**config.mk**
```make
export PLATFORM = sky130hd
export DESIGN_NAME = fp_mul_norm_round
export DESIGN_NICKNAME = d
export VERILOG_FILES = /design/src/rtl/fp_mul_norm_round.sv
export SDC_FILE = /design/constraint.sdc
export NUM_CORES = 1
export LEC_CHECK = 0
export CAP_MARGIN = 20
export CORE_UTILIZATION = 45
export CTS_CLUSTER_SIZE = 14
export DETAILED_ROUTE_END_ITERATION = 8
export GPL_ROUTABILITY_DRIVEN = 0
export PLACE_DENSITY = 0.77
export SETUP_SLACK_MARGIN = 0.3
export SKIP_LAST_GASP = 1
export SYNTH_ARGS = -nofsm -noshare
export SYNTH_HDL_FRONTEND = slang
export SYNTH_SLANG_ARGS = --single-unit
```
**constraint.sdc**
```tcl
create_clock -name clk -period 2.7 [get_ports clk]
set_input_delay 0.675 -clock clk [delete_from_list [all_inputs] [get_ports clk]]
set_output_delay 0.675 -clock clk [all_outputs]
set_load 0.05 [all_outputs]
```
**src/rtl/fp_mul_norm_round.sv**
```systemverilog
// Post-multiply normalize / round-to-nearest-even / range-check stage, two-stage valid/ready pipeline.
// Optional sticky status register enabled by defining FP_NR_STATUS_EN.
module fp_mul_norm_round #(
  parameter int N = 23,
  parameter int E = 8
) (
  input  logic             clk,
  input  logic             rst,
  input  logic             in_valid,
  output logic             in_ready,
  input  logic [2*N+1:0]   prod,
  input  logic [E+1:0]     exp_in,
  input  logic             sign_in,
  input  logic             zero_in,
  output logic             out_valid,
  input  logic             out_ready,
  output logic [E+N:0]     result,
  output logic             ovf,
  output logic             unf,
  output logic             inexact,
  output logic [2:0]       sts,
  input  logic             sts_clr
);

  // One extra bit over the stage exponent so the rounding carry can never wrap.
  localparam int XW = E + 3;
  localparam logic signed [XW-1:0] EXP_MAX = XW'((2 ** E) - 1);

  logic                s1_valid_r;
  logic                s1_sign_r;
  logic                s1_zero_r;
  logic [N-1:0]        s1_frac_r;
  logic                s1_g_r;
  logic                s1_s_r;
  logic [E+1:0]        s1_exp_r;

  logic [N-1:0]        nrm_frac_s;
  logic                nrm_g_s;
  logic                nrm_s_s;
  logic [E+1:0]        nrm_exp_s;

  logic                rnd_up_s;
  logic [N:0]          frac_sum_s;
  logic signed [XW-1:0] exp_rnd_s;
  logic [E+N:0]        res_s;
  logic [2:0]          flg_s;
  logic                s2_take_s;

  assign s2_take_s = !out_valid || out_ready;
  assign in_ready  = !s1_valid_r || s2_take_s;

  // Stage-1 normalization: select the fraction window by the product's leading bit.
  always_comb begin
    if (prod[2*N+1]) begin
      nrm_frac_s = prod[2*N:N+1];
      nrm_g_s    = prod[N];
      nrm_s_s    = |prod[N-1:0];
      nrm_exp_s  = exp_in + (E+2)'(1);
    end else begin
      nrm_frac_s = prod[2*N-1:N];
      nrm_g_s    = prod[N-1];
      nrm_s_s    = |prod[N-2:0];
      nrm_exp_s  = exp_in;
    end
  end

  // Stage-1 register bank.
  always_ff @(posedge clk or negedge rst) begin
    if (!rst) begin
      s1_valid_r <= 1'b0;
      s1_sign_r  <= 1'b0;
      s1_zero_r  <= 1'b0;
      s1_frac_r  <= '0;
      s1_g_r     <= 1'b0;
      s1_s_r     <= 1'b0;
      s1_exp_r   <= '0;
    end else if (in_ready) begin
      s1_valid_r <= in_valid;
      if (in_valid) begin
        s1_sign_r <= sign_in;
        s1_zero_r <= zero_in;
        s1_frac_r <= nrm_frac_s;
        s1_g_r    <= nrm_g_s;
        s1_s_r    <= nrm_s_s;
        s1_exp_r  <= nrm_exp_s;
      end
    end
  end

  // Stage-2 RNE rounding, carry into exponent, then overflow/underflow/zero packing.
  always_comb begin
    rnd_up_s   = s1_g_r && (s1_s_r || s1_frac_r[0]);
    frac_sum_s = {1'b0, s1_frac_r} + {{N{1'b0}}, rnd_up_s};
    exp_rnd_s  = $signed({s1_exp_r[E+1], s1_exp_r}) + $signed({{(XW-1){1'b0}}, frac_sum_s[N]});
    if (s1_zero_r) begin
      res_s = {s1_sign_r, {E{1'b0}}, {N{1'b0}}};
      flg_s = 3'b000;
    end else if (exp_rnd_s >= EXP_MAX) begin
      res_s = {s1_sign_r, {E{1'b1}}, {N{1'b0}}};
      flg_s = 3'b101;
    end else if (exp_rnd_s <= $signed({XW{1'b0}})) begin
      res_s = {s1_sign_r, {E{1'b0}}, {N{1'b0}}};
      flg_s = 3'b011;
    end else begin
      res_s = {s1_sign_r, exp_rnd_s[E-1:0], frac_sum_s[N-1:0]};
      flg_s = {2'b00, s1_g_r || s1_s_r};
    end
  end

  // Stage-2 output register; holds while the consumer stalls.
  always_ff @(posedge clk or negedge rst) begin
    if (!rst) begin
      out_valid <= 1'b0;
      result    <= '0;
      ovf       <= 1'b0;
      unf       <= 1'b0;
      inexact   <= 1'b0;
    end else if (s2_take_s) begin
      out_valid <= s1_valid_r;
      if (s1_valid_r) begin
        result  <= res_s;
        ovf     <= flg_s[2];
        unf     <= flg_s[1];
        inexact <= flg_s[0];
      end
    end
  end

`ifdef FP_NR_STATUS_EN
  logic [2:0] sts_r;

  // Sticky status: accumulate flags of each delivered beat; clear beats set.
  always_ff @(posedge clk or negedge rst) begin
    if (!rst) begin
      sts_r <= 3'b000;
    end else if (sts_clr) begin
      sts_r <= 3'b000;
    end else if (out_valid && out_ready) begin
      sts_r <= sts_r | {ovf, unf, inexact};
    end
  end

  assign sts = sts_r;
`else
  logic unused_sts_clr;
  assign unused_sts_clr = sts_clr;
  assign sts = 3'b000;
`endif

endmodule

```
==> flow_summary.json <==
{
  "root_buffer": "clkbuf_8",
  "yosys.area_share.xor_xnor_pct": 7.11,
  "drive_gt1_share_pct": 22.5,
  "core_area_um2": 8850,
  "irDropWorstVdd_uv": 251,
  "grt_antenna_before_repair": 0,
  "grt.overflow.total": 0,
  "cts_buffers": 9,
  "grt_start_max_net_pins": 71,
  "ys_seq_area_share_pct": 44.2,
  "final_cell_count_no_fill": 689,
  "power.density_nw_per_um2": 583,
  "synth.distinct_cells": 52,
  "die_h_um": 98.5,
  "async_reset_ff_share_pct": 100,
  "violations": "DRC, setup timing",
  "rsz0062_at_grt": "yes",
  "max_freq_mhz": 364,
  "critPathLaunchType": "register",
  "grt.total_usage_pct": 22.0,
  "crit_slowest_cell": "dfrtp_1",
  "path_cells": "o21a_1 > ha_2 > nand2_2 > nor2_4 > nand3_2 > nor2_4 > ha_4 > buf_4 > and3b_2 > nor4_4 > o32ai_4 > o211ai_4 > buf_12 > buf_12 > o21ai_2",
  "critPathKind": "reg2reg",
  "cp.arrival_ps": 2970,
  "setup_ws_ps": -45.9,
  "syn_area_um2": 4190,
  "start_util_pct": 47.3,
  "ys_seq_elements": 74,
  "final_hold_viol_count": 0,
  "num_rows": 34,
  "synthMuxAreaShare_pct": 6.51,
  "dp.cells": 664,
  "cts_tree": "done",
  "synth_edf_count": 0,
  "reg2reg_slack_ps": -50,
  "antenna_cells": 0,
  "synth_compound_area_share_pct": 15.9,
  "switching_share_pct": 36.0,
  "synth_top_family_by_area": "simple AND/OR/NAND/NOR gates",
  "tns_ps": -509,
  "ios": 105,
  "power_switching_uw": 1270,
  "clock_latency_ps": 350,
  "clockBufferDepth": 2,
  "die_w_um": 98.5,
  "critical_path_required_ps": 2930,
  "dp_hpwl_mm": 7.44,
  "final_nets": 648,
  "finalCritPeriodShare_pct": 102,
  "htreeDepth": 3,
  "p_int_uw": 2250,
  "met3_usage_pct": 3.90,
  "grtUsageMet1_pct": 29.0,
  "port_buffers": 100,
  "worst_pin_slew_ps": 616,
  "first_iter_violations": 167,
  "skew_ps": 9.51,
  "slew_violations": 0,
  "power_leakage_uw": 0.00254,
  "crit_fanout": 8,
  "clkPwrFrac_pct": 24.0,
  "fillers": 700,
  "whs_ps": 338,
  "ys_top_cells_by_area": "dfrtp_1 44%, nand2_1 7.7%, mux2i_1 6.0%, xor2_1 4.8%, o21ai_0 4.7%",
  "dieArea_um2": 9700,
  "fin_util_pct": 68.2,
  "status": "finished with violations",
  "max_stage_delay_ps": 400,
  "vias": 3624,
  "hold_path_class": "in2async",
  "critPathCaptureType": "register",
  "netlist_instances": 432,
  "fin_crit_ps": 2750,
  "syn_avg_cell_area_um2": 9.69,
  "hold_buffers": 0,
  "busiest_layer": "met2",
  "grt_first_pass_wirelength_mm": 17.0,
  "synth_top_cell_area_share_pct": 44.2,
  "grt_use_met2_pct": 36.7,
  "crit_family": "simple AND/OR/NAND/NOR gates",
  "synth_fa_ha_area_share_pct": 1.79,
  "setup-violations-final": 27,
  "vias_per_cell": 5.26,
  "wire_per_inst_um": 14.7,
  "pwr-share-comb_pct": 35.6,
  "ys.flop_type": "dfrtp_1",
  "grt_pass1_vias": 3666,
  "maxSlewHeadroom_pct": 59.0,
  "power.share.sequential_pct": 40.4,
  "firstDrtPassIters": 6,
  "yosys.area.top_type": "dfrtp_1",
  "area_delta_synth_final_pct": 44.2,
  "power.total_uw": 3520,
  "drv_cap": 0,
  "synthSimpleGateAreaFrac_pct": 19.3,
  "crit_buf_inv": 3,
  "ant_nets": 0,
  "synth_warnings": 0,
  "cts.sinks": 74,
  "drt_wl_total_mm": 10.1,
  "path_clk_slew_ps": 80,
  "route.detailed.drc": 6
}
==> worst register-to-register path: cells and delay by family (launching register included) <==
family                   cells  cell delay [ps]
AO/OA/AOI/OAI                4              630
AND/OR/NAND/NOR              6              820
adder cells (fa/ha/maj)      2              360
flip-flops                   1              400
buffers and inverters        3              420
==> layer usage <==
layer	routed length, um	part of all wire, %	vias up
li1	-	-	1795
met1	4630	46	1707
met2	4930	49	112
met3	490	4.8	10
met4	65	0.64	0
met5	0	0	-
==> path summary, 6_finish.rpt <==
check,startpoint,to,cells past startpoint
max in group asynchronous,rst,result[5]$_DFFE_PN0P_,2
min in group clk,result[15]$_DFFE_PN0P_,result[15]$_DFFE_PN0P_,2
setup / recovery,s1_frac_r[0]$_DFFE_PN0P_,result[5]$_DFFE_PN0P_,15
hold / removal,rst,result[26]$_DFFE_PN0P_,1
setup reg to reg,s1_frac_r[0]$_DFFE_PN0P_,result[5]$_DFFE_PN0P_,15
hold reg to reg,result[15]$_DFFE_PN0P_,result[15]$_DFFE_PN0P_,2
==> flip-flops by register name (all words and copies together), names as in the netlist <==
name	cells
s1_exp_r	10
s1_valid_r	1
s1_zero_r	1
s1_frac_r	23
result	32
s1_sign_r	1
inexact	1
unf	1
s1_s_r	1
out_valid	1
ovf	1
s1_g_r	1
==> power by group through the flow <==
stage	registers, uW	clock network [uW]	logic [uW]
4_1_cts	1420	858	1230
2_1_floorplan	1700	0	446
3_5_place_dp	1440	0	1200
6_report	1420	845	1250
5_1_grt	1440	904	1340
3_3_place_gp	1430	0	1180
==> synthesized netlist by cell type, types with 2 or more instances <==
library cell	number
mux2_2	2
o21ai_2	20
ha_1	6
nand2_1	86
xnor2_1	11
and3_1	2
nor3_1	6
mux2i_1	25
nand4_1	11
a21boi_0	2
inv_1	7
o31ai_1	2
xor2_1	23
o21ai_0	39
buf_12	2
o21a_1	4
and4_1	2
or2_2	2
clkbuf_1	10
a22o_1	4
buf_6	3
dfrtp_1	74
a21oi_1	3
nor4_1	8
and3b_2	2
a221o_1	5
o31a_1	2
nand2b_1	3
nand3_1	15
buf_4	7
buf_2	3
nand4_2	2
nor2_1	20
==> layout by cell type, fill, tap and decap left out, types with 5 or more instances in the layout <==
cell and n:
a221o_1 5, buf_12 7, buf_4 46, buf_6 5
clkbuf_8 10, clkdlybuf4s50_1 98, dfrtp_1 74, inv_1 7
mux2i_1 25, nand2_1 84, nand3_1 14, nand4_1 11
nor2_1 18, nor3_1 5, nor4_1 6, o21ai_0 35
o21ai_2 22, xnor2_1 11, xor2_1 22
==> kinds of logic (layout without fill, tap and decap cells) <==
family          count (synthesis)  in the layout
flops                          74             74
xor+xnor                       34             34
other cells                     1              3
mux                            27             27
compound gates                 90             90
simple gates                  167            167
fa+ha+maj                       6              6
buf+inv                        33            180
==> what timing repair did <==
item,CTS,global route
pin swaps,29,7
cloned,1,0
gates resized for setup,21,5
endpoints found under the setup margin,34,34
buffers inserted,6,3
==> layout make-up <==
type                            instances  area [um^2]  share of cell area [%]
Multi-Input combinational cell        327         2280                    37.7
Inverter                                7         26.3                   0.435
Timing Repair Buffer                  158         1560                    25.8
Tap cell                              108          135                    2.24
Sequential cell                        74         1850                    30.7
Clock buffer                           10          138                    2.28
Clock inverter                          5         55.1                   0.912
==> stage by stage <==
| step | area (um^2) | setup slack [ps] |
|---|---|---|
| after floorplan | 4240 | 74.8 |
| after global placement | 5610 | -101 |
| after detailed placement | 5610 | -193 |
| after CTS | 5990 | -15.8 |
| after global routing | 6040 | -184 |
| final | 6040 | -45.9 |
Note: power is estimated with default switching activity, not from simulation.
